File: config.mk
export PLATFORM = sky130hd
export DESIGN_NAME = i2s_frame_receiver
export DESIGN_NICKNAME = d
export VERILOG_FILES = /design/src/rtl/audio_pkg.sv /design/src/rtl/sync_edge_detect.sv /design/src/rtl/i2s_frame_receiver.sv
export SDC_FILE = /design/constraint.sdc
export NUM_CORES = 1
export LEC_CHECK = 0
export CORE_MARGIN = 2
export CORE_UTILIZATION = 52
export CTS_CLUSTER_DIAMETER = 50
export DETAILED_ROUTE_END_ITERATION = 6
export MAX_ROUTING_LAYER = met4
export PLACE_DENSITY = 0.76
export SLEW_MARGIN = 40
export SYNTH_ARGS = -nofsm -noshare
export SYNTH_HDL_FRONTEND = slang
export SYNTH_SLANG_ARGS = --single-unit
File: constraint.sdc
create_clock -name clk -period 2 [get_ports clk]
set_input_delay 0.2 -clock clk [delete_from_list [all_inputs] [get_ports clk]]
set_output_delay 0.2 -clock clk [all_outputs]
set_load 0.02 [all_outputs]
File: src/rtl/audio_pkg.sv
// Shared types and defaults for the codec audio path.
package audio_pkg;

    localparam int AUDIO_WORD_LENGTH = 16;

    typedef enum logic [1:0] {
        IDLE,
        SKIP,
        SHIFT,
        WAIT
    } rx_state_t;

    typedef enum logic {
        CH_LEFT,
        CH_RIGHT
    } channel_t;

endpackage

File: src/rtl/sync_edge_detect.sv
// Two-flop synchronizer for an asynchronous pin followed by a registered
// edge detector; rise/fall are single-clk strobes 3 clk after the pin edge.
module sync_edge_detect (
    input  logic clk,
    input  logic reset,
    input  logic pin,
    output logic rise,
    output logic fall
);

    logic [1:0] sync_reg;
    logic       last_reg;
    logic       rise_reg;
    logic       fall_reg;

    // Synchronize the pin, then compare against the previous synchronized level.
    always_ff @(posedge clk) begin
        if (reset) begin
            sync_reg <= '0;
            last_reg <= 1'b0;
            rise_reg <= 1'b0;
            fall_reg <= 1'b0;
        end else begin
            sync_reg <= {sync_reg[0], pin};
            last_reg <= sync_reg[1];
            rise_reg <= sync_reg[1] & ~last_reg;
            fall_reg <= ~sync_reg[1] & last_reg;
        end
    end

    assign rise = rise_reg;
    assign fall = fall_reg;

endmodule

File: src/rtl/i2s_frame_receiver.sv
// Oversampling I2S / left-justified receiver: deserializes one left and one
// right word per LRCK frame and offers them as a pair on valid/ready.
module i2s_frame_receiver
    import audio_pkg::*;
#(
    parameter int WORD_LENGTH = AUDIO_WORD_LENGTH,
    parameter int I2S_DELAY   = 1
) (
    input  logic                   clk,
    input  logic                   reset,
    input  logic                   enable,
    input  logic                   aud_bclk,
    input  logic                   aud_lrck,
    input  logic                   aud_adcdat,
    input  logic                   sample_ready,
    output logic [WORD_LENGTH-1:0] sample_left,
    output logic [WORD_LENGTH-1:0] sample_right,
    output logic                   sample_valid,
    output logic                   overrun,
    output logic                   short_frame
);

    localparam int CNT_W  = $clog2(WORD_LENGTH + 1);
    localparam int SKIP_W = (I2S_DELAY > 1) ? $clog2(I2S_DELAY) : 1;
    localparam logic [CNT_W-1:0]  LAST_BIT  = CNT_W'(WORD_LENGTH - 1);
    localparam logic [SKIP_W-1:0] LAST_SKIP = SKIP_W'((I2S_DELAY > 0) ? I2S_DELAY - 1 : 0);

    logic bclk_rise, unused_bclk_fall, lrck_rise, lrck_fall;
    logic [2:0] adcdat_pipe_reg;
    logic       data_bit;

    rx_state_t              state_reg, state_next;
    channel_t               channel_reg, channel_next;
    logic [CNT_W-1:0]       bit_cnt_reg, bit_cnt_next;
    logic [SKIP_W-1:0]      skip_cnt_reg, skip_cnt_next;
    logic [WORD_LENGTH-2:0] shift_reg, shift_next;
    logic [WORD_LENGTH-1:0] left_hold_reg, left_hold_next;
    logic [WORD_LENGTH-1:0] shifted;
    logic                   pair_done, short_hit, start_frame;

    logic [WORD_LENGTH-1:0] sample_left_reg, sample_right_reg;
    logic                   sample_valid_reg, overrun_reg, short_frame_reg;

    sync_edge_detect u_bclk_edge (
        .clk   (clk),
        .reset (reset),
        .pin   (aud_bclk),
        .rise  (bclk_rise),
        .fall  (unused_bclk_fall)
    );

    sync_edge_detect u_lrck_edge (
        .clk   (clk),
        .reset (reset),
        .pin   (aud_lrck),
        .rise  (lrck_rise),
        .fall  (lrck_fall)
    );

    // Data takes three stages so it lines up with the registered BCLK strobe.
    always_ff @(posedge clk) begin
        if (reset) begin
            adcdat_pipe_reg <= '0;
        end else begin
            adcdat_pipe_reg <= {adcdat_pipe_reg[1:0], aud_adcdat};
        end
    end

    assign data_bit = adcdat_pipe_reg[2];

    // Frame FSM: channel tracking, delay skip, bit shifting and frame checks.
    always_comb begin
        state_next     = state_reg;
        channel_next   = channel_reg;
        bit_cnt_next   = bit_cnt_reg;
        skip_cnt_next  = skip_cnt_reg;
        shift_next     = shift_reg;
        left_hold_next = left_hold_reg;
        pair_done      = 1'b0;
        short_hit      = 1'b0;
        start_frame    = 1'b0;
        shifted        = {shift_reg, data_bit};

        case (state_reg)
            IDLE: begin
                if (lrck_fall) begin
                    start_frame  = 1'b1;
                    channel_next = CH_LEFT;
                end
            end
            SKIP, SHIFT: begin
                if (lrck_fall || lrck_rise) begin
                    // Channel ended early: the whole frame is worthless.
                    short_hit      = 1'b1;
                    left_hold_next = '0;
                    if (lrck_fall) begin
                        start_frame  = 1'b1;
                        channel_next = CH_LEFT;
                    end else begin
                        state_next = IDLE;
                    end
                end else if (bclk_rise) begin
                    if (state_reg == SKIP) begin
                        if (skip_cnt_reg == LAST_SKIP) begin
                            state_next = SHIFT;
                        end else begin
                            skip_cnt_next = skip_cnt_reg + 1'b1;
                        end
                    end else begin
                        shift_next   = shifted[WORD_LENGTH-2:0];
                        bit_cnt_next = bit_cnt_reg + 1'b1;
                        if (bit_cnt_reg == LAST_BIT) begin
                            state_next = WAIT;
                            if (channel_reg == CH_LEFT) begin
                                left_hold_next = shifted;
                            end else begin
                                pair_done = 1'b1;
                            end
                        end
                    end
                end
            end
            WAIT: begin
                if (lrck_rise) begin
                    if (channel_reg == CH_LEFT) begin
                        start_frame  = 1'b1;
                        channel_next = CH_RIGHT;
                    end else begin
                        state_next = IDLE;
                    end
                end else if (lrck_fall) begin
                    if (channel_reg == CH_RIGHT) begin
                        start_frame  = 1'b1;
                        channel_next = CH_LEFT;
                    end else begin
                        state_next = IDLE;
                    end
                end
            end
            default: state_next = IDLE;
        endcase

        if (start_frame) begin
            skip_cnt_next = '0;
            bit_cnt_next  = '0;
            state_next    = (I2S_DELAY == 0) ? SHIFT : SKIP;
            // Left-justified: a BCLK rise landing with the LRCK edge is the MSB.
            if (I2S_DELAY == 0 && bclk_rise) begin
                shift_next   = shifted[WORD_LENGTH-2:0];
                bit_cnt_next = CNT_W'(1);
            end
        end

        if (!enable) begin
            state_next = IDLE;
            pair_done  = 1'b0;
            short_hit  = 1'b0;
        end
    end

    // FSM and datapath state registers.
    always_ff @(posedge clk) begin
        if (reset) begin
            state_reg     <= IDLE;
            channel_reg   <= CH_LEFT;
            bit_cnt_reg   <= '0;
            skip_cnt_reg  <= '0;
            shift_reg     <= '0;
            left_hold_reg <= '0;
        end else begin
            state_reg     <= state_next;
            channel_reg   <= channel_next;
            bit_cnt_reg   <= bit_cnt_next;
            skip_cnt_reg  <= skip_cnt_next;
            shift_reg     <= shift_next;
            left_hold_reg <= left_hold_next;
        end
    end

    // One-deep output buffer with overrun detection and status pulses.
    always_ff @(posedge clk) begin
        if (reset) begin
            sample_left_reg  <= '0;
            sample_right_reg <= '0;
            sample_valid_reg <= 1'b0;
            overrun_reg      <= 1'b0;
            short_frame_reg  <= 1'b0;
        end else begin
            overrun_reg     <= 1'b0;
            short_frame_reg <= short_hit;
            if (pair_done) begin
                if (sample_valid_reg && !sample_ready) begin
                    overrun_reg <= 1'b1;
                end else begin
                    sample_left_reg  <= left_hold_reg;
                    sample_right_reg <= shifted;
                    sample_valid_reg <= 1'b1;
                end
            end else if (sample_valid_reg && sample_ready) begin
                sample_valid_reg <= 1'b0;
            end
        end
    end

    assign sample_left  = sample_left_reg;
    assign sample_right = sample_right_reg;
    assign sample_valid = sample_valid_reg;
    assign overrun      = overrun_reg;
    assign short_frame  = short_frame_reg;

endmodule

Word-level counts from Yosys, hierarchy flattened
Cells that the tools add are included.
{"block": "word_totals", "regBits": 87, "in_bits": 7, "output_inout_bits": 35, "elab_cells": 119}
{"block": "classes", "n_addsub": 2, "n_eq_ne": 22, "n_mux": 40, "bitwise": 12, "reduce_logical": 23}
{"operator": "2-to-1 mux 16 bit", "count": 5}
{"operator": "2-to-1 mux 1 bit", "count": 22}
{"operator": "2-to-1 mux 2 bit", "count": 10}
{"operator": "inequality test 4 bit (second input constant)", "count": 4}
{"operator": "AND reduction 8 bit", "count": 2}
{"operator": "inequality test 5 bit (second input constant)", "count": 2}
{"operator": "inverter 1 bit", "count": 9}
{"operator": "inequality test 4 x 3 -> 1 bit (second input constant)", "count": 2}
{"operator": "AND reduction 4 bit", "count": 2}
{"operator": "nonzero test 2 bit", "count": 4}
{"operator": "OR reduction 2 bit", "count": 4}
{"operator": "inequality test 2 bit (second input constant)", "count": 3}
{"operator": "inequality test 3 x 2 -> 1 bit (second input constant)", "count": 2}
{"operator": "inequality test 3 bit (second input constant)", "count": 2}
{"operator": "one-hot mux 1 bit (3 select lines)", "count": 2}
{"operator": "OR reduction 3 bit", "count": 2}
{"operator": "adder 5 x 1 -> 5 bit (second input constant)", "count": 1}
{"operator": "== test 5 x 4 -> 1 bit (second input constant)", "count": 1}
{"operator": "AND reduction 5 bit", "count": 1}
{"operator": "== test 2 bit (second input constant)", "count": 2}
{"operator": "inequality test 4 x 2 -> 1 bit (second input constant)", "count": 1}
{"operator": "one-hot mux 2 bit (2 select lines)", "count": 1}
{"operator": "AND reduction 2 bit", "count": 2}
{"operator": "AND 1 bit", "count": 3}
{"operator": "other kinds (9)", "count": 10}

Logic depth before layout (Yosys ltp)
{"block": "logic_depth", "word_depth": 9, "depth_mapped": 9, "mapped_depth_nobuf": 7}

Modules after synthesis
Synthesis repeated with hierarchy kept, for this count alone.
{"block": "hier_totals", "hier_cells": 339, "area_unflattened_um2": 3210.6}
{"mod": "i2s_frame_receiver", "n_inst": 1, "cells_per_inst": 319, "area_per_inst_um2": 2942.8, "seq_area_each_um2": 1541.5}
{"mod": "sync_edge_detect", "n_inst": 2, "cells_per_inst": 10, "area_per_inst_um2": 133.9, "seq_area_each_um2": 100.1}

Worst setup path before layout
OpenSTA, ideal clock, no wires.
{"block": "synth_timing", "path_type": "register -> register", "start": "register bit_cnt_reg[0]", "end": "register left_hold_reg[0]", "arrival_time_ns": 1.726, "setup_slack_ns": 0.208, "path_stages_with_launch": 9, "path_buffers": 1, "synth_period_minus_slack_ns": 1.792, "cell_sequence": "dfxtp_1 > ha_1 > and3_1 > ha_1 > nor4bb_1 > o21ai_1 > buf_2 > a22oi_1 > nor2_1"}
{"block": "synth_via", "elab_chain_len": 3}
{"element": "from (decl)", "line": "i2s_frame_receiver.sv:34", "text": "logic [CNT_W-1:0] bit_cnt_reg, bit_cnt_next;"}
{"element": "from (signal assigned)", "line": "i2s_frame_receiver.sv:173", "text": "bit_cnt_reg <= bit_cnt_next;"}
{"element": "== test 5 x 4 -> 1 bit", "line": "i2s_frame_receiver.sv:112", "text": "if (bit_cnt_reg == LAST_BIT) begin"}
{"element": "nonzero test 2 bit (no line)"}
{"element": "AND reduction 5 bit (no line)"}
{"element": "to (signal assigned)", "line": "i2s_frame_receiver.sv:176", "text": "left_hold_reg <= left_hold_next;"}
{"element": "to (decl)", "line": "i2s_frame_receiver.sv:37", "text": "logic [WORD_LENGTH-1:0] left_hold_reg, left_hold_next;"}
Every way passes these cells.
A chain may end at the register's enable or synchronous reset.

Worst setup path after layout
{"block": "layout_timing", "start": "register state_reg[1]", "end": "register state_reg[1]"}
{"block": "layout_via", "elab_chain_len": 5, "elab_cells_between_ends": 20, "classes_between": "eq/ne: 10; mux: 5; reduce/logical: 5"}
{"element": "from (decl)", "line": "i2s_frame_receiver.sv:32", "text": "rx_state_t state_reg, state_next;"}
{"element": "from (signal assigned)", "line": "i2s_frame_receiver.sv:171", "text": "state_reg <= state_next;"}
{"element": "== test 2 x 1 -> 1 bit", "line": "i2s_frame_receiver.sv:84, i2s_frame_receiver.sv:103"}
{"element": "2-to-1 mux 2 bit", "line": "i2s_frame_receiver.sv:103", "text": "if (state_reg == SKIP) begin"}
{"element": "2-to-1 mux 2 bit", "line": "i2s_frame_receiver.sv:102", "text": "end else if (bclk_rise) begin"}
{"element": "2-to-1 mux 2 bit", "line": "i2s_frame_receiver.sv:92", "text": "if (lrck_fall || lrck_rise) begin"}
{"element": "one-hot mux 2 bit (2 select lines)", "line": "i2s_frame_receiver.sv:84", "text": "case (state_reg)"}
Parallel ways exist; a longest one is shown, timed or not. The select of a mux whose other input is x is not followed.

==> out/metrics.cfg <==
[outcome]
run_status = finished, final reports clean

[critical_path]
worstReg2RegEnd = state_reg[1]$_SDFFE_PP0P_
crit_path_start_kind = register
cp_cell_sequence = inv_1 -> ha_1 -> or3_4 -> o32ai_1 -> a2111oi_1 -> mux2_2
crit_slowest_cell = or3_4
end_kind = register
cp_data_required_time_ns = 2.24
critPathBufInv = 1
crit_arrival_ns = 2.15
critPathTopFamily = simple AND/OR/NAND/NOR gates
rr_startpoint = state_reg[1]$_SDFFE_PP0P_
r2r_setup_slack_ns = 0.09
critical-path-max-stage-delay_ns = 0.45
path_max_fanout = 4
setup.worst_path.class = register to register
rr_worst_depth = 6

[synth]
synthDistinctLibCells = 37
yosysWarningCount = 0
synthTopCellsByArea = dfxtp_1 55%, nand2_1 12%, a21oi_1 8.2%
syn_area_um2 = 3114
synthTopCellsByCount = 101 x nand2_1, 86 x dfxtp_1, 51 x a21oi_1
async_flop_share_pct = 0
synth-edff-count = 0
yosysMostFrequentCell = nand2_1
synth-main-ff-cell = dfxtp_1
synth_top_area_share_pct = 55.28
ys_ff_latch = 86
synth.avg_cell_area_um2 = 8.651
syn_inst = 360
ys_seq_area_share_pct = 55.28
synth_area_leader_cell = dfxtp_1
synth_nets = 372

[clock_tree]
clk_pin_slew_ns = 0.08
numCtsBuffers = 9
clk_latency_ns = 0.34
clockRootBuffer = clkbuf_8
cts_setup_buffers = 0
clock-sinks = 86
hold_buffers = 0
cts_tree = built
clock_path_buffers = 2
cts-htree-levels = 3

[final_layout]
fin_area_um2 = 3880
diodes = 0
multi_input_area_um2 = 1290
nNetsFinal = 412
area_delta_synth_final_pct = 24.59
register_area_um2 = 1723
fillers = 491
drive_above_1_share_pct = 8.148
layoutNonFillerInstCount = 480

[sta]
relSlewSlack_pct = 67.09
worst_pin_slew_ns = 0.4860
setup_tns_ns = 0
rsz0062_at_grt = yes
skew_ns = 0.008700
hold_viol = 0
fin_crit_sh_pct = 95.56
min_period_ns = 1.911
setup_viol_count_final = 0
fmax_ghz = 0.5232
hold_slack_ns = 0.1911
drv_slew = 0

[place]
place_hpwl_um = 4084
post_dp_cell_area_um2 = 3612
portBuffers = 41
dp.cells = 463
gp_congestion = 0.9014

[routing]
routed_via_density = 5.192
wl_per_cell_um = 13.58
antenna_left = 0
routed_wl_um = 6519
vias = 2492
drc = 0
firstDrtPassIters = 4
drt_first_iter_violations = 156

[grt]
grt_overflow = 0
track_usage_pct = 20.87
grt_pass1_wl_um = 10210
grt_pass1_vias = 2171
grt_max_degree = 50
antenna_found_initial = 0

[die]
die_x_um = 81.39
rows = 28
ioPinCount = 42
die_h_um = 81.39
dieArea_um2 = 6624
core-area_um2 = 5851
start_util_pct = 53.23

[power_and_ir_drop]
p_leak_nw = 1.295
power_density_nw_per_um2 = 798.5
vdd_drop_max_uv = 587.3

[worst_hold_path]
hp-class = input port to register
min_path_cells = 2
worstHoldEndpoint = u_bclk_edge.sync_reg[1]$_SDFF_PP0_
min-delay-start = reset

[flow_run]
cap_violations = 0

==> layer usage <==
metal  wire length (µm)  GRT usage, %  part of all wire (%)
met4                109         9.661                   1.7
met3                275         3.667                   4.2
met1               3052         28.20                    47
met5                  0             -                     0
met2               3082         30.41                    47
==> where the power goes <==
| part | total, W | switching, W | leakage, nW | internal (W) |
|---|---|---|---|---|
| registers | 0.00172 | 0.00000484 | 0.695 | 0.00172 |
| clock network | 0.00131 | 0.000575 | 0.110 | 0.000735 |
| logic | 0.0000641 | 0.0000376 | 0.490 | 0.0000265 |
| total | 0.00310 | 0.000617 | 1.29 | 0.00248 |
==> stage by stage <==
stage	total power (W)	setup WS, ns	util (%)
after CTS	0.003125	0.08809	65.42
after floorplan	0.001803	0.2084	-
after global placement	0.001826	0.1630	61.74
after global routing	0.003200	-0.02288	66.32
final	0.003098	0.08870	66.32
after detailed placement	0.001827	0.1175	61.74
==> repair_timing <==
| item | CTS | global route |
|---|---|---|
| endpoints found under the setup margin | 0 | 29 |
| resized for setup | 0 | 9 |
| endpoints found under the hold margin | 0 | 0 |
==> how the worst max path moves through the flow <==
stage,endpoint,cells past startpoint,from
2_1_floorplan,left_hold_reg[0]$_SDFFE_PP0P_,8,bit_cnt_reg[0]$_SDFFE_PP0P_
3_3_place_gp,state_reg[1]$_SDFFE_PP0P_,5,state_reg[0]$_SDFFE_PP0P_
3_5_place_dp,state_reg[1]$_SDFFE_PP0P_,5,state_reg[0]$_SDFFE_PP0P_
4_1_cts,sample_left[6]$_SDFFE_PP0P_,8,bit_cnt_reg[0]$_SDFFE_PP0P_
5_1_grt,left_hold_reg[0]$_SDFFE_PP0P_,8,bit_cnt_reg[1]$_SDFFE_PP0P_
6_report,state_reg[1]$_SDFFE_PP0P_,6,state_reg[1]$_SDFFE_PP0P_
==> worst register-to-register path, stage by stage (launching register included) <==
cell and delay [ns]:
dfxtp_1 0.33, inv_1 0.07, ha_1 0.27, or3_4 0.45, o32ai_1 0.31, a2111oi_1 0.09
mux2_2 0.28
==> cell type report <==
cell class              instances  share of cell area [%]
well taps                      75                   2.419
multi-input cells             246                   33.25
repair buffers                 51                   13.80
clock inverters                 4                   1.806
flip-flops and latches         86                   44.40
inverters                       6                  0.5805
clock buffers                  12                   3.741
==> logic make-up after synthesis <==
kind of cell             count (synthesis)  share of synthesized area [%]
AO/OA/AOI/OAI                           77                          14.26
XOR/XNOR                                 4                          1.125
multiplexers                             1                         0.3616
AND/OR/NAND/NOR                        159                          22.82
flip-flops                              86                          55.28
adder cells (fa/ha/maj)                  5                          2.009
buffers and inverters                   28                          4.138
==> cells in the final DEF (no fill, tap or decap), types with 2 or more instances in the layout <==
master / count
a21oi_1: 51
o21ai_0: 2
nor2b_1: 12
nor3_1: 5
nor3b_1: 2
dfxtp_1: 85
nor2_1: 22
inv_1: 6
ha_1: 4
clkbuf_1: 2
clkdlybuf4s50_1: 40
clkbuf_8: 10
nand2_1: 101
or2_1: 2
xnor2_1: 3
nand2b_1: 3
buf_4: 6
buf_12: 3
and3_1: 2
clkinv_2: 2
a22oi_1: 16
bufinv_16: 2
nand3_1: 2
Power figures use the tool's default switching activity.
